## src/rtl/uart_tx_arbiter_pkg.sv

```systemverilog
// Shared definitions for the UART transmit arbiter.
//   arb_state_e : frame FSM encoding (idle, send, wait, done)
//   bytes_of    : bytes per frame word
//   cnt_width   : counter width for a count of n values (never below 1)
package uart_arb_pkg;

  typedef enum logic [1:0] {
    StIdle = 2'd0,
    StSend = 2'd1,
    StWait = 2'd2,
    StDone = 2'd3
  } arb_state_e;

  localparam int unsigned DEF_DATA_WIDTH = 32;
  localparam int unsigned DEF_BYTES      = DEF_DATA_WIDTH / 8;

  function automatic int unsigned bytes_of(input int unsigned data_width);
    return data_width / 8;
  endfunction

  function automatic int unsigned cnt_width(input int unsigned n);
    return (n <= 1) ? 1 : $clog2(n);
  endfunction

endpackage

```

## src/rtl/uart_tx_arbiter_if.sv

```systemverilog
// Bus between frame sources, the arbiter and the shared byte transmitter.
//   req/req_data          : per-requester level request and flattened words
//   grant/frame_done/busy : ownership, end-of-frame pulse, activity flag
//   tx_byte/tx_send_en    : byte and start pulse towards the transmitter
//   tx_done               : completion pulse from the transmitter
//   timeout_err           : watchdog abort pulse
// master = arbiter side, slave = requesters plus transmitter side.
interface uart_tx_arbiter_if #(
  parameter int unsigned NUM_REQ    = 4,
  parameter int unsigned DATA_WIDTH = 32
);
  logic [NUM_REQ-1:0]            req;
  logic [NUM_REQ*DATA_WIDTH-1:0] req_data;
  logic [NUM_REQ-1:0]            grant;
  logic [NUM_REQ-1:0]            frame_done;
  logic                          busy;
  logic [7:0]                    tx_byte;
  logic                          tx_send_en;
  logic                          tx_done;
  logic                          timeout_err;

  modport master (
    input  req, req_data, tx_done,
    output grant, frame_done, busy, tx_byte, tx_send_en, timeout_err
  );

  modport slave (
    output req, req_data, tx_done,
    input  grant, frame_done, busy, tx_byte, tx_send_en, timeout_err
  );
endinterface

```

## src/rtl/uart_tx_arbiter_rr.sv

```systemverilog
// Combinational round-robin pick: first asserted request searching upward
// from i_ptr+1 with wrap-around.
//   i_req   : request vector
//   i_ptr   : index of the last served requester
//   o_grant : one-hot winner (0 when nothing requested)
//   o_idx   : winner index
//   o_valid : any request present
module uart_rr_arbiter
  import uart_arb_pkg::*;
#(
  parameter int unsigned NUM_REQ = 4
) (
  input  logic [NUM_REQ-1:0]               i_req,
  input  logic [cnt_width(NUM_REQ)-1:0]    i_ptr,
  output logic [NUM_REQ-1:0]               o_grant,
  output logic [cnt_width(NUM_REQ)-1:0]    o_idx,
  output logic                             o_valid
);
  localparam int unsigned IW = cnt_width(NUM_REQ);

  int unsigned w_j;

  always_comb begin
    o_grant = '0;
    o_idx   = '0;
    o_valid = 1'b0;
    w_j     = 0;
    for (int unsigned k = 1; k <= NUM_REQ; k++) begin
      w_j = (32'(i_ptr) + k) % NUM_REQ;
      if (!o_valid && |(i_req & (NUM_REQ'(1) << w_j))) begin
        o_valid = 1'b1;
        o_grant = NUM_REQ'(1) << w_j;
        o_idx   = IW'(w_j);
      end
    end
  end

endmodule

```

## src/rtl/uart_tx_arbiter.sv

```systemverilog
// Shares one byte-level UART transmitter among NUM_REQ frame sources.
// The round-robin winner's word is captured at grant, then sent one byte per
// tx_send_en pulse, each paced by tx_done.
//   i_clk, i_rst : clock, asynchronous active-high reset
//   arb_bus      : uart_tx_arbiter_if.master (requests, grant, byte stream)
// Optional build macro UART_ARB_TIMEOUT_EN adds a WAIT-state watchdog of
// TIMEOUT_CYCLES cycles that aborts the frame and pulses timeout_err.
module uart_tx_arbiter
  import uart_arb_pkg::*;
#(
  parameter int unsigned NUM_REQ        = 4,
  parameter int unsigned DATA_WIDTH     = 32,
  parameter int unsigned MSB_FIRST      = 0,
  parameter int unsigned TIMEOUT_CYCLES = 1000000
) (
  input logic               i_clk,
  input logic               i_rst,
  uart_tx_arbiter_if.master arb_bus
);
  localparam int unsigned BYTES = bytes_of(DATA_WIDTH);
  localparam int unsigned BW    = cnt_width(BYTES);
  localparam int unsigned IW    = cnt_width(NUM_REQ);

  arb_state_e              r_state;
  logic [IW-1:0]           r_ptr;
  logic [IW-1:0]           r_owner;
  logic [BW-1:0]           r_byte_cnt;
  logic [DATA_WIDTH-1:0]   r_shift;
  logic [NUM_REQ-1:0]      r_grant;
  logic [NUM_REQ-1:0]      r_frame_done;
  logic                    r_busy;
  logic [7:0]              r_tx_byte;
  logic                    r_tx_send_en;

  logic [NUM_REQ-1:0]      w_pick_grant;
  logic [IW-1:0]           w_pick_idx;
  logic                    w_pick_valid;
  logic [DATA_WIDTH-1:0]   w_word;
  logic [DATA_WIDTH-1:0]   w_shift_nxt;

  uart_rr_arbiter #(
    .NUM_REQ (NUM_REQ)
  ) u_rr (
    .i_req   (arb_bus.req),
    .i_ptr   (r_ptr),
    .o_grant (w_pick_grant),
    .o_idx   (w_pick_idx),
    .o_valid (w_pick_valid)
  );

  assign w_word      = arb_bus.req_data[w_pick_idx * DATA_WIDTH +: DATA_WIDTH];
  assign w_shift_nxt = (MSB_FIRST != 0) ? (r_shift << 8) : (r_shift >> 8);

  // Byte that goes on the wire next, taken from the send end of the register.
  function automatic logic [7:0] lead_byte(input logic [DATA_WIDTH-1:0] v);
    if (MSB_FIRST != 0) return v[DATA_WIDTH-1 -: 8];
    return v[7:0];
  endfunction

`ifdef UART_ARB_TIMEOUT_EN
  localparam int unsigned TW = cnt_width(TIMEOUT_CYCLES);
  logic [TW-1:0] r_wd;
  logic          r_timeout_err;
`endif

  always_ff @(posedge i_clk or posedge i_rst) begin
    if (i_rst) begin
      r_state      <= StIdle;
      r_ptr        <= IW'(NUM_REQ - 1);
      r_owner      <= '0;
      r_byte_cnt   <= '0;
      r_shift      <= '0;
      r_grant      <= '0;
      r_frame_done <= '0;
      r_busy       <= 1'b0;
      r_tx_byte    <= '0;
      r_tx_send_en <= 1'b0;
`ifdef UART_ARB_TIMEOUT_EN
      r_wd          <= '0;
      r_timeout_err <= 1'b0;
`endif
    end else begin
      // Pulse outputs default low; the states below raise them for one cycle.
      r_tx_send_en <= 1'b0;
      r_frame_done <= '0;
`ifdef UART_ARB_TIMEOUT_EN
      r_timeout_err <= 1'b0;
`endif
      case (r_state)
        StIdle: begin
          if (w_pick_valid) begin
            r_shift      <= w_word;
            r_grant      <= w_pick_grant;
            r_owner      <= w_pick_idx;
            r_byte_cnt   <= '0;
            r_tx_byte    <= lead_byte(w_word);
            r_tx_send_en <= 1'b1;
            r_busy       <= 1'b1;
            r_state      <= StSend;
          end
        end
        StSend: begin
`ifdef UART_ARB_TIMEOUT_EN
          r_wd <= '0;
`endif
          r_state <= StWait;
        end
        StWait: begin
          if (arb_bus.tx_done) begin
            if (r_byte_cnt == BW'(BYTES - 1)) begin
              r_frame_done <= r_grant;
              r_state      <= StDone;
            end else begin
              r_shift      <= w_shift_nxt;
              r_byte_cnt   <= r_byte_cnt + 1'b1;
              r_tx_byte    <= lead_byte(w_shift_nxt);
              r_tx_send_en <= 1'b1;
              r_state      <= StSend;
            end
          end
`ifdef UART_ARB_TIMEOUT_EN
          else if (r_wd == TW'(TIMEOUT_CYCLES - 1)) begin
            // Transmitter stalled: drop the frame without frame_done.
            r_timeout_err <= 1'b1;
            r_grant       <= '0;
            r_busy        <= 1'b0;
            r_tx_byte     <= '0;
            r_ptr         <= r_owner;
            r_state       <= StIdle;
          end else begin
            r_wd <= r_wd + 1'b1;
          end
`endif
        end
        StDone: begin
          r_grant   <= '0;
          r_busy    <= 1'b0;
          r_tx_byte <= '0;
          r_ptr     <= r_owner;
          r_state   <= StIdle;
        end
        default: r_state <= StIdle;
      endcase
    end
  end

  assign arb_bus.grant      = r_grant;
  assign arb_bus.frame_done = r_frame_done;
  assign arb_bus.busy       = r_busy;
  assign arb_bus.tx_byte    = r_tx_byte;
  assign arb_bus.tx_send_en = r_tx_send_en;

`ifdef UART_ARB_TIMEOUT_EN
  assign arb_bus.timeout_err = r_timeout_err;
`else
  // Keeps the watchdog parameter referenced in builds without the watchdog.
  logic w_unused_timeout;
  assign w_unused_timeout    = ^TIMEOUT_CYCLES;
  assign arb_bus.timeout_err = 1'b0;
`endif

endmodule
```

## src/flat_wrapper.sv

```systemverilog
// flat-port wrapper written by rule: the top's interface ports become plain ports
module uart_tx_arbiter_flat import uart_arb_pkg::*;
#(
  parameter int unsigned NUM_REQ        = 4,
  parameter int unsigned DATA_WIDTH     = 32,
  parameter int unsigned MSB_FIRST      = 0,
  parameter int unsigned TIMEOUT_CYCLES = 1000000
)
  (i_clk, i_rst, arb_bus_req, arb_bus_req_data, arb_bus_tx_done, arb_bus_grant, arb_bus_frame_done, arb_bus_busy, arb_bus_tx_byte, arb_bus_tx_send_en, arb_bus_timeout_err);
  uart_tx_arbiter_if #(.NUM_REQ(NUM_REQ), .DATA_WIDTH(DATA_WIDTH)) arb_bus_i ();
  input logic i_clk;
  input logic i_rst;
  input wire logic [$bits(arb_bus_i.req)-1:0] arb_bus_req;
  input wire logic [$bits(arb_bus_i.req_data)-1:0] arb_bus_req_data;
  input wire logic [$bits(arb_bus_i.tx_done)-1:0] arb_bus_tx_done;
  output wire logic [$bits(arb_bus_i.grant)-1:0] arb_bus_grant;
  output wire logic [$bits(arb_bus_i.frame_done)-1:0] arb_bus_frame_done;
  output wire logic [$bits(arb_bus_i.busy)-1:0] arb_bus_busy;
  output wire logic [$bits(arb_bus_i.tx_byte)-1:0] arb_bus_tx_byte;
  output wire logic [$bits(arb_bus_i.tx_send_en)-1:0] arb_bus_tx_send_en;
  output wire logic [$bits(arb_bus_i.timeout_err)-1:0] arb_bus_timeout_err;
  assign arb_bus_i.req = arb_bus_req;
  assign arb_bus_i.req_data = arb_bus_req_data;
  assign arb_bus_i.tx_done = arb_bus_tx_done;
  assign arb_bus_grant = arb_bus_i.grant;
  assign arb_bus_frame_done = arb_bus_i.frame_done;
  assign arb_bus_busy = arb_bus_i.busy;
  assign arb_bus_tx_byte = arb_bus_i.tx_byte;
  assign arb_bus_tx_send_en = arb_bus_i.tx_send_en;
  assign arb_bus_timeout_err = arb_bus_i.timeout_err;
  uart_tx_arbiter #(.NUM_REQ(NUM_REQ), .DATA_WIDTH(DATA_WIDTH), .MSB_FIRST(MSB_FIRST), .TIMEOUT_CYCLES(TIMEOUT_CYCLES)) u_core (.i_clk(i_clk), .i_rst(i_rst), .arb_bus(arb_bus_i));
endmodule
```

## config.mk

```make
export PLATFORM = sky130hd
export DESIGN_NAME = uart_tx_arbiter_flat
export DESIGN_NICKNAME = d
export VERILOG_FILES = /design/src/rtl/uart_tx_arbiter_pkg.sv /design/src/rtl/uart_tx_arbiter_if.sv /design/src/rtl/uart_tx_arbiter_rr.sv /design/src/rtl/uart_tx_arbiter.sv /design/src/flat_wrapper.sv
export SDC_FILE = /design/constraint.sdc
export NUM_CORES = 1
export LEC_CHECK = 0
export CORE_MARGIN = 2
export CORE_UTILIZATION = 50
export CTS_BUF_LIST = sky130_fd_sc_hd__clkbuf_4 sky130_fd_sc_hd__clkbuf_8 sky130_fd_sc_hd__clkbuf_16
export DETAILED_ROUTE_END_ITERATION = 7
export GPL_TIMING_DRIVEN = 0
export PLACE_DENSITY = 0.87
export SETUP_SLACK_MARGIN = 0.15
export SLEW_MARGIN = 20
export SYNTH_ARGS = -nofsm -noshare
export SYNTH_HDL_FRONTEND = slang
export SYNTH_SLANG_ARGS = --single-unit
```

## constraint.sdc

```tcl
create_clock -name i_clk -period 5.51 [get_ports i_clk]
set_clock_uncertainty 0.15 [all_clocks]
set_input_delay 1.3775 -clock i_clk [delete_from_list [all_inputs] [get_ports i_clk]]
set_output_delay 1.3775 -clock i_clk [all_outputs]
set_load 0.01 [all_outputs]
```

==> impl_results.md <==
* Outcome: completed
* Nature of the critical path endpoint: register
* Switching fraction of total power at 44.7%
* Initial standard-cell utilization of the core at 51.0%
* Crit share post-route at 67.1%
* Clock share of power at 7.2%
* PnR worst setup slack at 1.81 ns
* Cell Int Power at 2.02 mW
* Count of cells resized by post-cts repair at 0
* Hold-fix buffer count after cts at 0
* Synthesized area per cell at 11.2 um2
* Critical path class: in -> reg
* Max transition margin at roughly 54%
* Warning count from the yosys run at 0
* Number of setup buffers added after CTS at 0
* Area Overhead vs Synth at 40.7%
* EDFF count, synth at 0
* Post-DP HPWL at 9330 um
* Clock tree from TritonCTS: yes
* Die Y at around 98 um
* Post-synthesis register bit count at 50
* Combinational share of power at 75.2%
* Worst hold path type: reg -> reg
* Post-synthesis instance total at 392
* Worst setup slack after placement at 1.49 ns
* Switching power at 1.63 mW
* Via density per instance at 5.83
* Global-route wire length before repair at 19,000 um
* CP Max Fanout at 10
* Number of antenna cells inserted at 0
* Share of the synthesized area in the top cell type at 27.3%
* Power density cells at 589 nW/um2
* Largest area contributor in the synthesized netlist: sky130_fd_sc_hd__dfrtp_1
* Required time of the critical path at about 5.6 ns
* Crit start category: input port
* Number of primary I/O pins at 154
* Number of distinct library cells after synthesis at 50
* Setup repair after global routing missed its margin: false
* Area of the mapped netlist at ~4400 um2
* Clock Path Buffers at 2
* Async set or reset register ratio after synthesis at 100%
* Drt first-iter violations at 82
* Clock Root Buffer: sky130_fd_sc_hd__clkbuf_8
* Via count of the first global-routing pass at 4,001
* Total detailed-routing wirelength at 11,700 um
* Die W at ~98 um
* Share of the yosys chip area belonging to registers at 28.5%
* Leakage Power at 2.75 nW
* Floorplan Core Area at roughly 8600 um2
* GRT Overall Usage at roughly 24%
* Setup TNS at 0 ns
* Hold Vio Cnt, Final at 0
* Clock-pin slew of the registers on the worst-case setup and hold paths at 0.09 ns
* Area enclosed by the die boundary at 9580 um2
* Total number of placement rows at 34
* Highest attainable clock frequency at 271 MHz
* Initial antenna violation count at 0
* Data arrival, critical path at 3.74 ns
* Detailed Routing Iterations Pass 1 at 5
* # H-tree levels at 2
* Number of nets with antenna violations after routing at 0
* Final nets at between 600 and 700
* Cell types with the largest area share after synthesis: sky130_fd_sc_hd__dfrtp_1, sky130_fd_sc_hd__mux2i_1, sky130_fd_sc_hd__o221ai_2
* Number of endpoints failing setup at the final stage at 0
* Maximum Capacitance Violations at 0
* Final global-route overflow total at 0
* Maximum number of pins on one net before global-route repair at 28
* Part of the total power dissipated in sequential elements at 17.6%
* Via count at 3,856
* PortBufs at 152
* Share of final-layout standard cells stronger than drive strength 1 at 20.6%
* Hold_ws at 0.349 ns
* Worst vdd ir at 0.291 mV
* Actual transition at the worst max-transition pin at 0.694 ns
* Number of max-slew violations in the final report at 0
* Placer's final routability congestion estimate at between 0.9 and 1
* Number of nets in the synthesized netlist at 532
* Clock latency of the later-clocked register in the worst-skew pair at 0.31 ns
* WL per Instance at 17.7 um
* Remaining DRCs at 0
* Most common flop cell mapped by yosys: sky130_fd_sc_hd__dfrtp_1
* Number of buffers inserted during clock tree synthesis at 5
* Min cycle time layout at between 3 and 4 ns
* Clock Sinks at 50
[worst max-delay path, cell delays in order]
cell and delay (ns):
sky130_fd_sc_hd__clkdlybuf4s50_1 0.51, sky130_fd_sc_hd__a22oi_1 0.27, sky130_fd_sc_hd__and2_1 0.33, sky130_fd_sc_hd__a21oi_1 0.15, sky130_fd_sc_hd__a31oi_4 0.34, sky130_fd_sc_hd__buf_4 0.30, sky130_fd_sc_hd__mux2i_1 0.31, sky130_fd_sc_hd__o221ai_2 0.13
[synthesized netlist by cell type (2+ instances only)]
| library cell | count |
|---|---|
| sky130_fd_sc_hd__nand2b_1 | 2 |
| sky130_fd_sc_hd__o221ai_1 | 2 |
| sky130_fd_sc_hd__a21oi_1 | 9 |
| sky130_fd_sc_hd__nor2_1 | 5 |
| sky130_fd_sc_hd__nor3_1 | 2 |
| sky130_fd_sc_hd__buf_2 | 3 |
| sky130_fd_sc_hd__and4_1 | 8 |
| sky130_fd_sc_hd__and2_1 | 23 |
| sky130_fd_sc_hd__buf_6 | 11 |
| sky130_fd_sc_hd__buf_4 | 12 |
| sky130_fd_sc_hd__o221ai_2 | 30 |
| sky130_fd_sc_hd__a221oi_1 | 5 |
| sky130_fd_sc_hd__ha_1 | 5 |
| sky130_fd_sc_hd__o21ai_0 | 5 |
| sky130_fd_sc_hd__mux2i_1 | 112 |
| sky130_fd_sc_hd__a21o_1 | 2 |
| sky130_fd_sc_hd__inv_1 | 7 |
| sky130_fd_sc_hd__a22oi_1 | 8 |
| sky130_fd_sc_hd__nor2b_1 | 2 |
| sky130_fd_sc_hd__a22o_1 | 2 |
| sky130_fd_sc_hd__dfrtp_1 | 48 |
| sky130_fd_sc_hd__clkbuf_1 | 7 |
| sky130_fd_sc_hd__nand2_1 | 17 |
| sky130_fd_sc_hd__nand3_1 | 4 |
| sky130_fd_sc_hd__a22oi_4 | 2 |
| sky130_fd_sc_hd__dfstp_2 | 2 |
| sky130_fd_sc_hd__mux2_2 | 34 |
[path summary, 6_finish.rpt]
| kind | cells after the start | end | start | slack [ns] |
|---|---|---|---|---|
| setup reg to reg | 12 | u_core.r_shift[17] | u_core.r_ptr[0] | 2.14 |
| hold reg to reg | 2 | u_core.r_owner[0] | u_core.r_owner[0] | 0.35 |
| setup / recovery | 8 | u_core.arb_bus.tx_byte[5] | arb_bus_req[0] | 1.81 |
| max in group asynchronous | 3 | u_core.r_ptr[0] | i_rst | 3.33 |
| min in group asynchronous | 2 | u_core.arb_bus.tx_byte[7] | i_rst | 1.27 |
| hold / removal | 2 | u_core.r_owner[0] | u_core.r_owner[0] | 0.35 |
[through the flow]
stage / power (mW) / cell area, um2 / utilization (%) / cells
after floorplan: 2.74 / 4400 / - / 392
after global placement: 3.32 / 6060 / 70.2 / 652
after detailed placement: 3.39 / 6080 / 70.4 / 653
after CTS: 3.66 / 6190 / 71.7 / 661
after global routing: 3.88 / 6190 / 71.7 / 661
final: 3.65 / 6190 / 71.7 / 661
[registers in the layout, indices dropped and copies added (netlist names)]
name	count
u_core.r_shift	24
u_core.arb_bus.tx_byte	8
u_core.arb_bus.frame_done	4
u_core.arb_bus.grant	4
u_core.r_byte_cnt	2
u_core.r_owner	2
u_core.r_ptr	2
u_core.r_state	2
u_core.arb_bus.busy	1
u_core.arb_bus.tx_send_en	1
[power by group through the flow]
| stage | logic (mW) | clock network, mW | registers [mW] |
|---|---|---|---|
| floorplan | 2.11 | 0 | 0.635 |
| global route | 2.94 | 0.282 | 0.661 |
| CTS | 2.75 | 0.264 | 0.638 |
| finish | 2.74 | 0.262 | 0.642 |
| detailed placement | 2.74 | 0 | 0.643 |
| global placement | 2.68 | 0 | 0.637 |
[layout make-up]
| cell class | instances | area (um2) |
|---|---|---|
| Buffer | 34 | 259 |
| Clock buffer | 5 | 68.8 |
| Clock inverter | 3 | 45.0 |
| Fill cell | 662 | 2440 |
| Inverter | 7 | 26.3 |
| Multi-Input combinational cell | 301 | 2870 |
| Sequential cell | 50 | 1250 |
| Tap cell | 108 | 135 |
| Timing Repair Buffer | 153 | 1540 |
[cells in the final DEF (no fill, tap or decap), drive strengths merged, types with 2 or more instances in the layout]
cell type and instances:
clkdlybuf4s50 152, mux2i 112, dfrtp 48, mux2 34, o221ai 32, buf 28
and2 23, nand2 18, clkbuf 12, a22oi 10, a21oi 9, and4 8
inv 7, nor2 6, a221oi 6, o21ai 6, ha 5, nand3 4
nor3 3, a22o 2, a21o 2, nand2b 2, nor2b 2, clkinvlp 2
dfstp 2, or2 2
[logic make-up (layout without fill, tap and decap cells)]
group                      Yosys count  after routing  synth area share [%]
other                                1              1                0.0851
DFF                                 50             50                  28.5
AOI/OAI and AO/OA                   77             77                  19.7
muxes                              146            146                  34.1
and+or+nand+nor                     72             72                  9.72
buffers and inverters               41            202                  6.48
adders and majority gates            5              5                  1.42
[per-layer routing]
layer | vias to the layer above | global-route usage (%) | wire length [um]
met3 | 23 | 4.15 | 810
met1 | 1847 | 31.1 | 4890
li1 | 1828 | - | -
met4 | 0 | 7.48 | 233
met5 | - | 0 | 0
met2 | 158 | 41.9 | 5800
(Power assumes the default switching activity.)
